--- src/rtl/game_state_controller_pkg.sv ---
// Shared state codes, field widths and the round context record for the frogger game sequencer.
// Display decoders and the controller agree on these numeric state codes.
package game_state_controller_pkg;

    localparam int STATE_W = 3;
    localparam int LEVEL_W = 4;
    localparam int LIVES_W = 2;

    localparam logic [STATE_W-1:0] ST_IDLE      = 3'd0;
    localparam logic [STATE_W-1:0] ST_PLAY      = 3'd1;
    localparam logic [STATE_W-1:0] ST_DYING     = 3'd2;
    localparam logic [STATE_W-1:0] ST_LEVEL_UP  = 3'd3;
    localparam logic [STATE_W-1:0] ST_GAME_OVER = 3'd4;
    localparam logic [STATE_W-1:0] ST_VICTORY   = 3'd5;

    typedef struct packed {
        logic [STATE_W-1:0] state;
        logic [LEVEL_W-1:0] level;
        logic [LIVES_W-1:0] lives;
    } round_ctx_t;

    // States that run the shared hold/flash timer.
    function automatic logic is_timed_state(input logic [STATE_W-1:0] s);
        return (s == ST_DYING) || (s == ST_LEVEL_UP) ||
               (s == ST_GAME_OVER) || (s == ST_VICTORY);
    endfunction

endpackage

--- src/rtl/game_state_controller_if.sv ---
// Game sequencer bundle: collision/start/tick inputs and level/lives/round control outputs.
// Names are from the controller's view; master drives the i_ side, slave is the controller.
interface game_state_controller_if;
    import game_state_controller_pkg::*;

    logic               i_tick;
    logic               i_start;
    logic               i_death_collision;
    logic               i_win_collision;
    logic [LEVEL_W-1:0] o_current_level;
    logic [LIVES_W-1:0] o_lives;
    logic               o_round_reset;
    logic               o_freeze;
    logic               o_flash;
    logic [STATE_W-1:0] o_game_state;

    modport master (
        output i_tick, i_start, i_death_collision, i_win_collision,
        input  o_current_level, o_lives, o_round_reset, o_freeze, o_flash, o_game_state
    );

    modport slave (
        input  i_tick, i_start, i_death_collision, i_win_collision,
        output o_current_level, o_lives, o_round_reset, o_freeze, o_flash, o_game_state
    );

endinterface

--- src/rtl/game_state_controller_tick_timer.sv ---
// Tick-counting hold timer with a saturating terminal count and a flash toggle (starts high on clear).
// Outputs are registered; stop forces idle (flash low), clear restarts, ticks advance otherwise.
module game_state_controller_tick_timer
    import game_state_controller_pkg::*;
#(
    parameter int HOLD_TICKS  = 50,
    parameter int FLASH_TICKS = 10
) (
    input  logic clk,
    input  logic reset,
    input  logic i_clear,
    input  logic i_stop,
    input  logic i_tick,
    output logic o_done,
    output logic o_flash
);

    localparam int CNT_W = $clog2(HOLD_TICKS + 1);
    localparam int PH_W  = $clog2(FLASH_TICKS + 1);

    logic [CNT_W-1:0] r_count;
    logic [PH_W-1:0]  r_phase;
    logic             r_flash;

    always_ff @(posedge clk) begin
        if (reset || i_stop) begin
            r_count <= '0;
            r_phase <= '0;
            r_flash <= 1'b0;
        end else if (i_clear) begin
            r_count <= '0;
            r_phase <= '0;
            r_flash <= 1'b1;
        end else if (i_tick) begin
            if (r_count != CNT_W'(HOLD_TICKS))
                r_count <= r_count + 1'b1;
            // Flash keeps running after the hold count saturates (end-of-game screens).
            if (r_phase == PH_W'(FLASH_TICKS - 1)) begin
                r_phase <= '0;
                r_flash <= ~r_flash;
            end else begin
                r_phase <= r_phase + 1'b1;
            end
        end
    end

    assign o_done  = (r_count == CNT_W'(HOLD_TICKS));
    assign o_flash = r_flash;

endmodule

--- src/rtl/game_state_controller.sv ---
// Frogger round/level sequencer: tracks level and lives, issues a one-cycle round_reset and freeze/flash.
// All outputs registered; start sees 2 sync flops plus edge detect; no backpressure, inputs are levels.
module game_state_controller #(
    parameter int NUM_LIVES   = 3,
    parameter int MAX_LEVEL   = 8,
    parameter int HOLD_TICKS  = 50,
    parameter int FLASH_TICKS = 10,
    parameter int GRACE_CYC   = 2
) (
    input  logic                  clk,
    input  logic                  reset,
    game_state_controller_if.slave bus
);
    import game_state_controller_pkg::*;

    localparam int GRACE_W = $clog2(GRACE_CYC + 2);

    round_ctx_t         r_ctx;
    round_ctx_t         w_nxt;
    logic               r_start_s1;
    logic               r_start_s2;
    logic               r_start_d;
    logic               w_start_rise;
    logic [GRACE_W-1:0] r_grace;
    logic               r_round_reset;
    logic               r_freeze;
    logic               w_go_play;
    logic               w_clear;
    logic               w_stop;
    logic               w_done;
    logic               w_flash;

    assign w_start_rise = r_start_s2 & ~r_start_d;

    always_comb begin
        w_nxt     = r_ctx;
        w_go_play = 1'b0;
        case (r_ctx.state)
            ST_IDLE: begin
                if (w_start_rise) begin
                    w_nxt.state = ST_PLAY;
                    w_go_play   = 1'b1;
                end
            end
            ST_PLAY: begin
                // Death outranks a simultaneous win; both are masked while grace runs.
                if (r_grace == '0) begin
                    if (bus.i_death_collision) begin
                        if (r_ctx.lives > LIVES_W'(1)) begin
                            w_nxt.lives = r_ctx.lives - 1'b1;
                            w_nxt.state = ST_DYING;
                        end else begin
                            w_nxt.lives = '0;
                            w_nxt.state = ST_GAME_OVER;
                        end
                    end else if (bus.i_win_collision) begin
                        w_nxt.state = (r_ctx.level < LEVEL_W'(MAX_LEVEL)) ? ST_LEVEL_UP : ST_VICTORY;
                    end
                end
            end
            ST_DYING, ST_LEVEL_UP: begin
                if (w_done) begin
                    w_nxt.state = ST_PLAY;
                    w_go_play   = 1'b1;
                    if ((r_ctx.state == ST_LEVEL_UP) && (r_ctx.level < LEVEL_W'(MAX_LEVEL)))
                        w_nxt.level = r_ctx.level + 1'b1;
                end
            end
            ST_GAME_OVER, ST_VICTORY: begin
                if (w_start_rise) begin
                    w_nxt.state = ST_PLAY;
                    w_nxt.level = LEVEL_W'(1);
                    w_nxt.lives = LIVES_W'(NUM_LIVES);
                    w_go_play   = 1'b1;
                end
            end
            default: begin
                w_nxt.state = ST_IDLE;
            end
        endcase
    end

    // Timer restarts on entry to any timed state and idles whenever the next state is untimed.
    assign w_clear = is_timed_state(w_nxt.state) && (w_nxt.state != r_ctx.state);
    assign w_stop  = !is_timed_state(w_nxt.state);

    always_ff @(posedge clk) begin
        if (reset) begin
            r_ctx         <= '{state: ST_IDLE, level: LEVEL_W'(1), lives: LIVES_W'(NUM_LIVES)};
            r_start_s1    <= 1'b0;
            r_start_s2    <= 1'b0;
            r_start_d     <= 1'b0;
            r_grace       <= '0;
            r_round_reset <= 1'b0;
            r_freeze      <= 1'b1;
        end else begin
            r_start_s1    <= bus.i_start;
            r_start_s2    <= r_start_s1;
            r_start_d     <= r_start_s2;
            r_ctx         <= w_nxt;
            r_round_reset <= w_go_play;
            r_freeze      <= (w_nxt.state != ST_PLAY);
            if (w_go_play)
                r_grace <= GRACE_W'(GRACE_CYC);
            else if ((r_ctx.state == ST_PLAY) && (r_grace != '0))
                r_grace <= r_grace - 1'b1;
        end
    end

    game_state_controller_tick_timer #(
        .HOLD_TICKS  (HOLD_TICKS),
        .FLASH_TICKS (FLASH_TICKS)
    ) u_tick_timer (
        .clk     (clk),
        .reset   (reset),
        .i_clear (w_clear),
        .i_stop  (w_stop),
        .i_tick  (bus.i_tick),
        .o_done  (w_done),
        .o_flash (w_flash)
    );

    assign bus.o_game_state    = r_ctx.state;
    assign bus.o_current_level = r_ctx.level;
    assign bus.o_lives         = r_ctx.lives;
    assign bus.o_round_reset   = r_round_reset;
    assign bus.o_freeze        = r_freeze;
    assign bus.o_flash         = w_flash;

endmodule

--- src/flat_wrapper.sv ---
// flat-port wrapper written by rule: the top's interface ports become plain ports
module game_state_controller_flat import game_state_controller_pkg::*;
#(
    parameter int NUM_LIVES   = 3,
    parameter int MAX_LEVEL   = 8,
    parameter int HOLD_TICKS  = 50,
    parameter int FLASH_TICKS = 10,
    parameter int GRACE_CYC   = 2
)
  (clk, reset, bus_i_tick, bus_i_start, bus_i_death_collision, bus_i_win_collision, bus_o_current_level, bus_o_lives, bus_o_round_reset, bus_o_freeze, bus_o_flash, bus_o_game_state);
  game_state_controller_if bus_i ();
  input  logic clk;
  input  logic reset;
  input wire logic [$bits(bus_i.i_tick)-1:0] bus_i_tick;
  input wire logic [$bits(bus_i.i_start)-1:0] bus_i_start;
  input wire logic [$bits(bus_i.i_death_collision)-1:0] bus_i_death_collision;
  input wire logic [$bits(bus_i.i_win_collision)-1:0] bus_i_win_collision;
  output wire logic [$bits(bus_i.o_current_level)-1:0] bus_o_current_level;
  output wire logic [$bits(bus_i.o_lives)-1:0] bus_o_lives;
  output wire logic [$bits(bus_i.o_round_reset)-1:0] bus_o_round_reset;
  output wire logic [$bits(bus_i.o_freeze)-1:0] bus_o_freeze;
  output wire logic [$bits(bus_i.o_flash)-1:0] bus_o_flash;
  output wire logic [$bits(bus_i.o_game_state)-1:0] bus_o_game_state;
  assign bus_i.i_tick = bus_i_tick;
  assign bus_i.i_start = bus_i_start;
  assign bus_i.i_death_collision = bus_i_death_collision;
  assign bus_i.i_win_collision = bus_i_win_collision;
  assign bus_o_current_level = bus_i.o_current_level;
  assign bus_o_lives = bus_i.o_lives;
  assign bus_o_round_reset = bus_i.o_round_reset;
  assign bus_o_freeze = bus_i.o_freeze;
  assign bus_o_flash = bus_i.o_flash;
  assign bus_o_game_state = bus_i.o_game_state;
  game_state_controller #(.NUM_LIVES(NUM_LIVES), .MAX_LEVEL(MAX_LEVEL), .HOLD_TICKS(HOLD_TICKS), .FLASH_TICKS(FLASH_TICKS), .GRACE_CYC(GRACE_CYC)) u_core (.clk(clk), .reset(reset), .bus(bus_i));
endmodule
--- config.mk ---
export PLATFORM = sky130hd
export DESIGN_NAME = game_state_controller_flat
export DESIGN_NICKNAME = d
export VERILOG_FILES = /design/src/rtl/game_state_controller_pkg.sv /design/src/rtl/game_state_controller_if.sv /design/src/rtl/game_state_controller_tick_timer.sv /design/src/rtl/game_state_controller.sv /design/src/flat_wrapper.sv
export SDC_FILE = /design/constraint.sdc
export NUM_CORES = 1
export LEC_CHECK = 0
export CORE_MARGIN = 2
export CORE_UTILIZATION = 40
export DETAILED_ROUTE_END_ITERATION = 8
export DONT_BUFFER_PORTS = 1
export GPL_ROUTABILITY_DRIVEN = 0
export SYNTH_ARGS = -nofsm -noshare
export SYNTH_HDL_FRONTEND = slang
export SYNTH_SLANG_ARGS = --single-unit
--- constraint.sdc ---
create_clock -name clk -period 2.2 [get_ports clk]
set_clock_uncertainty 0.05 [all_clocks]
set_input_delay 0.11 -clock clk [delete_from_list [all_inputs] [get_ports clk]]
set_output_delay 0.11 -clock clk [all_outputs]
set_load 0.1 [all_outputs]
### Yosys cells after proc, flatten, opt, wreduce, memory -nomap -nowiden

Index checks and enable logic that the tools add are counted.

* register bits: 27
* input port bits: 6
* output and inout port bits: 12

* bitwise operators: 3
* add/sub/neg operators: 5
* multiplexer cells: 24
* reductions and logical operators: 25
* magnitude comparators: 2
* equality and inequality tests: 19

Operators by type and width (count)
* $mux W3: 6
* $eq A3 B2 Y1 const B: 4
* $eq A3 B3 Y1 const B: 4
* $pmux W3 S4: 1
* $reduce_bool A2 Y1: 6
* $mux W2: 5
* $mux W9: 1
* $add A4 B1 Y4 const B: 2
* $mux W4: 2
* $pmux W4 S2: 1
* $reduce_and A4 Y1: 2
* $reduce_or A2 Y1: 4
* $mux W7: 1
* $add A6 B1 Y6 const B: 1
* $eq A6 B6 Y1 const B: 1
* $ne A2 B1 Y1 const B: 3
* $ne A6 B6 Y1 const B: 1
* $mux W1: 5
* $eq A4 B4 Y1 const B: 1
* $logic_or A1 B1 Y1: 4
* $lt A4 B4 Y1 const B: 1
* $ne A2 B2 Y1 const B: 2
* $pmux W2 S2: 1
* $reduce_and A2 Y1: 2
* other kinds (13): 17

### Longest topological paths before layout

Gate-level depths: netlist of the first run.

* depth after elaboration: 13
* gate-level depth with buffers: 7

### Modules after synthesis

A second synthesis of the first run with hierarchy kept.

* cell total of the unflattened synthesis: 146
* area, all modules: 1357.6 um^2

Modules (own cells, without submodules)
* game_state_controller: cells each 85, sequential area each 320.3 um^2, times used 1, area an instance 813.3 um^2
* game_state_controller_tick_timer: cells each 61, sequential area each 220.2 um^2, times used 1, area an instance 544.3 um^2

### Worst setup path before layout of the first run

Ideal clock, no wire load.

* kind: reg-to-reg
* start point: reg u_core.r_ctx, in the netlist u_core.bus.o_game_state[1]
* end point: reg u_core.u_tick_timer.r_count[1]
* setup slack: 95 ps
* path buffers: 1
* stages on the path, launching flop included: 6
* period minus slack after synthesis: 2105 ps
* data arrival time: 1964 ps
* cell sequence: dfxtp_1 > buf_4 > inv_1 > a211oi_2 > o21ai_2 > a311oi_1

* longest elaborated chain between the ends: 11
* elaborated cells on any way between the ends: 27
* those cells by class: eq/ne: 10; mux: 7; reduce/logical: 10

RTL lines
* start, declared: RTL line game_state_controller.sv:18 `round_ctx_t r_ctx;`
* start signal, assigned: RTL line game_state_controller.sv:89 `r_ctx <= '{state: ST_IDLE, level: LEVEL_W'(1), lives: LIVES_W'(NUM_LIVES)};`
* start signal, assigned: RTL line game_state_controller.sv:100 `r_ctx <= w_nxt;`
* $mux W3: RTL line game_state_controller.sv:56 `end else if (bus.i_win_collision) begin`
* $mux W3: RTL line game_state_controller.sv:48 `if (bus.i_death_collision) begin`
* $mux W3: RTL line game_state_controller.sv:47 `if (r_grace == '0) begin`
* $pmux W3 S4: RTL line game_state_controller.sv:38 `case (r_ctx.state)`
* $eq A3 B2 Y1: RTL line game_state_controller_pkg.sv:24 `return (s == ST_DYING) || (s == ST_LEVEL_UP) ||`
* $logic_or A1 B1 Y1 (2 in a row): RTL line game_state_controller_pkg.sv:24
* $logic_or A1 B1 Y1: RTL line game_state_controller_pkg.sv:25 `(s == ST_GAME_OVER) || (s == ST_VICTORY);`
* $logic_not A1 Y1: RTL line game_state_controller.sv:85 `assign w_stop = !is_timed_state(w_nxt.state);`
* $logic_or A1 B1 Y1: RTL line game_state_controller_tick_timer.sv:26 `if (reset || i_stop) begin`
* $reduce_or A2 Y1 (no source line) (*)
* end signal, assigned: RTL line game_state_controller_tick_timer.sv:36 `r_count <= r_count + 1'b1;`
* end, declared: RTL line game_state_controller_tick_timer.sv:21 `logic [CNT_W-1:0] r_count;`

Every way passes the cells marked *; elsewhere a longest branch is shown, timed or not. The select of a mux whose other input is x is not followed.
A chain may end at the register's enable or synchronous reset.

### Worst setup path after layout of the first run

* start point: reg u_core.u_tick_timer.r_count[0]
* end point: reg u_core.u_tick_timer.r_count[1]

* longest elaborated chain between the ends: 10
* elaborated cells on any way between the ends: 18
* those cells by class: add/sub: 1; eq/ne: 7; mux: 2; reduce/logical: 8

RTL lines
* $eq A6 B6 Y1: RTL line game_state_controller_tick_timer.sv:47 `assign o_done = (r_count == CNT_W'(HOLD_TICKS));`
* $mux W7: RTL line game_state_controller.sv:62 `if (w_done) begin`
* $pmux W3 S4: RTL line game_state_controller.sv:38
* $eq A3 B2 Y1: RTL line game_state_controller_pkg.sv:24
* $logic_or A1 B1 Y1 (2 in a row): RTL line game_state_controller_pkg.sv:24
* $logic_or A1 B1 Y1: RTL line game_state_controller_pkg.sv:25
* $logic_not A1 Y1: RTL line game_state_controller.sv:85
* $logic_or A1 B1 Y1: RTL line game_state_controller_tick_timer.sv:26
* $reduce_or A2 Y1 (no source line)

Several ways; a longest one is shown, not always the timed one. The select of a mux whose other input is x is not followed.

==> metrics.txt, run 1 <==
number of distinct library cells after synthesis=41; postcts setup bufs=0; I/O Pins=18; peak supply drop=0.252 mV; hpwl dp=2000 um; Cell Chain, Critical Path=inv_1 -> ha_1 -> and2_0 -> a211oi_2 -> o21ai_2 -> a311oi_1; number of antenna-violating nets in the routed design=0; number of antenna repair diodes=0; Cell Area, Synth=1360 um2; fill count=338; leakage=0.000525 uW; die height=62.3 um; met2 WL post-DR=1330 um; Met3 Wirelength=90 um; largest cells by area after synthesis=dfxtp_1 (40%), a21oi_1 (4.0%), xnor2_1 (3.9%); average routed wire per standard cell=12.4 um; deepest level of the CTS H-tree=1; final layout net count=181; die span in x=62.3 um; synthesized netlist net count=165; Seq. cell area=541 um2; Post-DP Area=1480 um2; clock tree from TritonCTS=done; Yosys reg bits=27; largest net degree at the start of global routing=17; number of instances in the synthesized netlist=155; post-route DRC violation count=0; number of hold violations in the final report=0; area overhead of the layout relative to synthesis=14.1%; Die Area=3880 um2; number of buffers on the longest clock path=2; Tcrit/Tclk final=0.820; routed wire length=2680 um; clock latency on the worst-skew pair=0.33 ns; number of violations reported at the end of detailed-routing iteration 0=89; adder and majority gate portion of the synthesized area=0.0368; number of input and output port buffers inserted=0; hold_sp=bus_i_tick; top-area cell type share of the netlist area=0.397; timing startpoint of the critical path=u_core.u_tick_timer.r_count[0]; top routing layer used=met4; area of all placed cells without fillers=1550 um2; Max-slew headroom=0.676; critical path fanouts, max=10; fraction of final layout cells with drive strength greater than 1=0.141; cell at the root of the clock tree=clkbuf_4; top achievable clock speed=554 MHz; register clock-pin slew on the reported worst setup and hold paths=0.15 ns; routed via count=1108; most area-hungry cell type in the Yosys netlist=dfxtp_1; area of the placeable core=3310 um2; data arrival time of the critical path=2.01 ns; Num Clock Sinks=27; Total Negative Setup Slacks=0 ns; ys flop type=dfxtp_1; main combinational cell family by area after synthesis=simple AND/OR/NAND/NOR gates; Pwr Total=813 uW; number of synthesized flops with an enable pin=0; area used by multi-input combinational logic=767 um2; wire length of the first global-routing pass=4750 um; Final Setup Violations=0; warning count from the yosys run=0; Row Count=21; initial antenna violation count=0; worst endpoint required time=2.40 ns; vias in the first global route=1109; number of gates given a new drive strength after cts=0; initial core utilization=0.411; total routed wire length on the met1 layer=1240 um; crit path launch type=register; slowest library cell on the worst path=dfxtp_1; Final min period=1.80 ns; post-synthesis share of cell area spent on and, or, nand and nor gates=0.296; result of the run=finished clean; reg2reg start=u_core.u_tick_timer.r_count[0]; RSZ-0062 raised after global routing=no; TritonCTS buffer count=3; longest individual stage delay on the worst path=0.39 ns; Overall Global Routing Usage=0.150; proportion of synthesized flip-flops having asynchronous set or reset=0; critical path capture point type=register; complex-gate fraction of the synthesized area=0.144; Power Dens Cells=524 nW/um2; Final Max Tran Viols=0; Hold Path Class=in2reg; sequential area share after synthesis=0.397; xor-xnor portion of the synthesized cell area=0.0580; worst hold slack across all endpoints=0.0135 ns; number of iterations in the first detailed-routing pass=4; multiplexer share of the synthesized area=0.0294; transition at the pin with the smallest max-transition slack=0.487 ns; via count normalized by instance count=5.13; max-cap viol count=0; fin util=0.469; path type of the worst setup path=reg2reg; Remaining Overflow, GRT=0; syn_area_per_cell=8.77 um2
-- state kept, by name, indices dropped and copies added (netlist names), 2 cells and up --
register                     count
u_core.u_tick_timer.r_count      6
u_core.bus.o_lives               2
u_core.bus.o_game_state          3
u_core.bus.o_current_level       4
u_core.r_grace                   2
u_core.u_tick_timer.r_phase      4
-- metal layers --
layer | GRT usage | up-vias
li1 | - | 578
met1 | 0.177 | 513
met2 | 0.268 | 15
met3 | 0.0290 | 2
met4 | 0.0583 | 0
met5 | 0 | -
-- power breakdown --
part,internal [uW],switching [uW]
Sequential,497,7.76
Clock,69.5,153
Combinational,29.7,55.6
Total,596,216
-- path summary, 6_finish.rpt --
path                                         end  cells after the start  slack (ns)
hold / removal    u_core.u_tick_timer.r_count[3]                      3        0.01
setup reg to reg  u_core.u_tick_timer.r_count[1]                      6        0.40
setup / recovery  u_core.u_tick_timer.r_count[1]                      6        0.40
hold reg to reg                u_core.r_start_s2                      1        0.42
-- worst max-delay path, delay by kind of cell, from the launching register on --
kind                       cells  cell delay (ns)
AOI/OAI and AO/OA              3             0.74
and+or+nand+nor                1             0.26
DFF                            1             0.39
buffers and inverters          1             0.08
adders and majority gates      1             0.21
-- cells in the final DEF, fill, tap and decap left out, types with 2 or more instances in the layout --
master         instances
dfxtp_1               27
nor2_1                13
nand2_1               13
buf_4                 12
a21oi_1               11
o21ai_0                8
nor2b_1                8
inv_1                  7
xnor2_1                6
nor3_1                 5
nor3b_1                4
nand4_1                4
nand3_1                4
mux2i_1                4
ha_1                   4
dlygate4sd3_1          4
xor2_1                 3
clkbuf_4               3
o2bb2ai_1              2
and2_1                 2
nand2b_1               2
nand3b_1               2
a21boi_0               2
a311oi_1               2
-- cells in the mapped netlist, types with 2 or more instances --
| master | number |
|---|---|
| a21boi_0 | 2 |
| a21oi_1 | 11 |
| a311oi_1 | 2 |
| and2_1 | 2 |
| buf_2 | 3 |
| dfxtp_1 | 27 |
| ha_1 | 4 |
| inv_1 | 7 |
| mux2i_1 | 4 |
| nand2_1 | 13 |
| nand2b_1 | 2 |
| nand3_1 | 4 |
| nand3b_1 | 2 |
| nand4_1 | 4 |
| nor2_1 | 13 |
| nor2b_1 | 8 |
| nor3_1 | 5 |
| nor3b_1 | 4 |
| o21ai_0 | 8 |
| o2bb2ai_1 | 2 |
| xnor2_1 | 6 |
| xor2_1 | 3 |
-- timing repair --
| action | 4_1_cts | 5_1_grt |
|---|---|---|
| hold endpoints to repair | 23 | 0 |
| setup endpoints to repair | 0 | 0 |
| hold buffers | 4 | 0 |
-- per-stage QoR --
stage,cells,setup WS [ns]
after global routing,216,0.284
after global placement,208,0.505
final,216,0.395
after CTS,216,0.401
after floorplan,155,0.0948
after detailed placement,208,0.450
-- cell type report --
class                      count  share of cell area
clock buffer                   3              0.0145
clock inverter                 1             0.00484
inverter                       7              0.0169
multi-input combinational    116               0.494
sequential                    27               0.348
tap                           46              0.0371
timing repair buffer          16              0.0839
-- cell families (layout without fill, tap and decap cells) --
family,Yosys count,count (layout)
adders and majority gates,4,4
muxes,4,4
DFF,27,27
AOI/OAI and AO/OA,31,31
and+or+nand+nor,68,68
xor gates and xnor gates,9,9
buffers and inverters,12,27
Power figures use the tool's default switching activity.
==> run 2, diff against run 1 <==
==> constraint.sdc (replaced) <==
create_clock -name clk -period 1.5 [get_ports clk]
set_clock_uncertainty 0.05 [all_clocks]
set_input_delay 0.075 -clock clk [delete_from_list [all_inputs] [get_ports clk]]
set_output_delay 0.075 -clock clk [all_outputs]
set_load 0.1 [all_outputs]
==> metrics.txt, run 2 (synthesis results as in run 1) <==
number of antenna-violating nets in the routed design=0 (unchanged); area overhead of the layout relative to synthesis=41.3%; Final Setup Violations=8 (+8); final layout net count=206 (+14%); Overall Global Routing Usage=0.165 (+0.0156); leakage=0.000695 uW (+32%); Post-DP Area=1600 um2 (+7.9%); worst hold slack across all endpoints=-0.000413 ns (-0.0139 ns); initial core utilization=0.411 (unchanged); Pwr Total=1230 uW (+51%); register clock-pin slew on the reported worst setup and hold paths=0.14 ns (about the same); number of antenna repair diodes=0 (unchanged); Worst R2R Setup Slack=-0.05 ns (-0.44 ns); min setup slack post-route=-0.0457 ns (-0.441 ns); clock network fraction of total power=0.270 (-0.004); failing checks=negative hold slack, negative setup slack; area of the placeable core=3310 um2 (unchanged); fraction of final layout cells with drive strength greater than 1=0.405 (+0.264); cell at the root of the clock tree=clkbuf_4; initial antenna violation count=0 (unchanged); max FFs per register=6 (unchanged); hpwl dp=2040 um (+2.3%); die height=62.3 um (unchanged); Internal=891 uW (+49%); share of total power in combinational logic=0.132 (+0.027); critical path fanouts, max=5 (-5); Row Count=21 (unchanged); RSZ-0062 raised after global routing=yes; wire length of the first global-routing pass=5270 um (+11%); number of violations reported at the end of detailed-routing iteration 0=47 (-47%); Switching Fraction=0.275 (+0.00919); number of input and output port buffers inserted=0 (unchanged); number of cells on the worst reg-to-reg path=6 (unchanged); routed wire length=3150 um (+18%); DP Cell Count=219 (+5.3%); Num Clock Sinks=27 (unchanged); Hold Path Class=in2reg; I/O Pins=18 (unchanged); worst endpoint required time=1.70 ns (-0.70 ns); busiest layer in global routing=met2; max-cap viol count=0 (unchanged); vias in the first global route=1211 (+9.2%); register containing the most flip-flops in the final layout=u_core.u_tick_timer.r_count; path type of the worst setup path=reg2reg; via count normalized by instance count=5.20 (+1.3%); peak supply drop=0.473 mV (+88%); routed via count=1252 (+13%); transition at the pin with the smallest max-transition slack=0.463 ns (-0.0232 ns); hold endpoint=u_core.bus.o_game_state[1]; switching pwr=339 uW (+57%); hold_sp=bus_i_win_collision; Die Area=3880 um2 (unchanged); Tcrit/Tclk final=1.03 (+0.210); average routed wire per standard cell=13.1 um (+5.5%); capture point of the worst reg-to-reg path=u_core.u_tick_timer.r_count[1]; Max-slew headroom=0.690 (+0.0145); number of buffers on the longest clock path=2 (unchanged); crit path launch type=register; clock tree from TritonCTS=done; pre-CTS setup slack=-0.178 ns (-0.628 ns); number of iterations in the first detailed-routing pass=4 (unchanged); sequential share of power=0.598 (-0.023); Power Dens Cells=640 nW/um2 (+22%); die span in x=62.3 um (unchanged); met1 demand-to-capacity share in global routing=0.195 (+0.0188); hold depth=3 (unchanged); top achievable clock speed=647 MHz (+17%); reg2reg start=u_core.u_tick_timer.r_count[0]; data arrival time of the critical path=1.75 ns (-0.26 ns); largest net degree at the start of global routing=17 (unchanged); number of hold violations in the final report=1 (+1); clock latency on the worst-skew pair=0.34 ns (about the same); GR Util met2=0.293 (+0.0258); TritonCTS buffer count=3 (unchanged); most frequent cells in the layout=buf_4 (30), nand2_1 (13), dfxtp_1 (13); Non-Filler Instances=241 (+12%); met3 track demand over resource=0.0362 (+0.00725); post-route DRC violation count=0 (unchanged); Final Max Tran Viols=0 (unchanged); Final min period=1.55 ns (-0.259 ns); Remaining Overflow, GRT=0 (unchanged); area of all placed cells without fillers=1920 um2 (+24%); result of the run=finished, violations left; commonest non-fill, non-tap cell in the layout=buf_4; critical path capture point type=register; deepest level of the CTS H-tree=1 (unchanged)
run 2: worst max-delay path, cell delays in order (launching register included):
cell,delay (ns)
dfxtp_2,0.36
inv_2,0.05
ha_4,0.15
and2_4,0.16
a211oi_4,0.37
o21ai_4,0.13
a311oi_2,0.20
run 2: final cells by class:
cell class,count,area [um2]
Timing Repair Buffer,40,333
Fill cell,309,1390
Sequential cell,27,571
Clock inverter,1,6.26
Clock buffer,3,22.5
Inverter,7,26.3
Tap cell,46,57.6
Multi-Input combinational cell,117,906
run 2: stage by stage:
| step | util | setup TNS (ns) | hold WS (ns) |
|---|---|---|---|
| after floorplan | - | -0.102 | 0.0966 |
| after global placement | 0.483 | -0.987 | 0.0867 |
| after detailed placement | 0.483 | -2.20 | 0.0912 |
| after CTS | 0.539 | -0.0281 | -0.282 |
| after global routing | 0.580 | -0.685 | 0.0293 |
| final | 0.580 | -0.133 | -0.000413 |
run 2: how the worst max path moves through the flow:
stage                                   startpoint  cells past startpoint                              to
floorplan           u_core.u_tick_timer.r_count[0]                      7  u_core.u_tick_timer.r_count[1]
global placement    u_core.u_tick_timer.r_count[0]                      6  u_core.u_tick_timer.r_count[1]
detailed placement  u_core.u_tick_timer.r_count[0]                      6   u_core.bus.o_current_level[0]
CTS                              u_core.r_grace[0]                      6  u_core.u_tick_timer.r_count[1]
global route        u_core.u_tick_timer.r_count[0]                      7     u_core.u_tick_timer.o_flash
finish              u_core.u_tick_timer.r_count[0]                      6  u_core.u_tick_timer.r_count[1]
run 2: timing repair:
action | 4_1_cts | 5_1_grt
resized for setup | 16 | 24
hold buffers | 4 | 2
cloned | 1 | 0
pin swaps | 7 | 19
endpoints found under the setup margin | 18 | 19
hold endpoints to repair | 27 | 24
setup buffers | 7 | 4
run 2: power groups by stage:
stage          sequential, uW  combinational, uW  clock, uW
6_report                  735                162        333
5_1_grt                   737                174        371
4_1_cts                   733                138        344
3_5_place_dp              749                115          0
3_3_place_gp              748                114          0
2_1_floorplan             784               62.6          0
run 2: metal layers:
layer / wire [um] / part of all wire
met5: 0 / 0
met4: 34 / 0.011
met3: 89 / 0.028
met2: 1590 / 0.51
met1: 1430 / 0.45
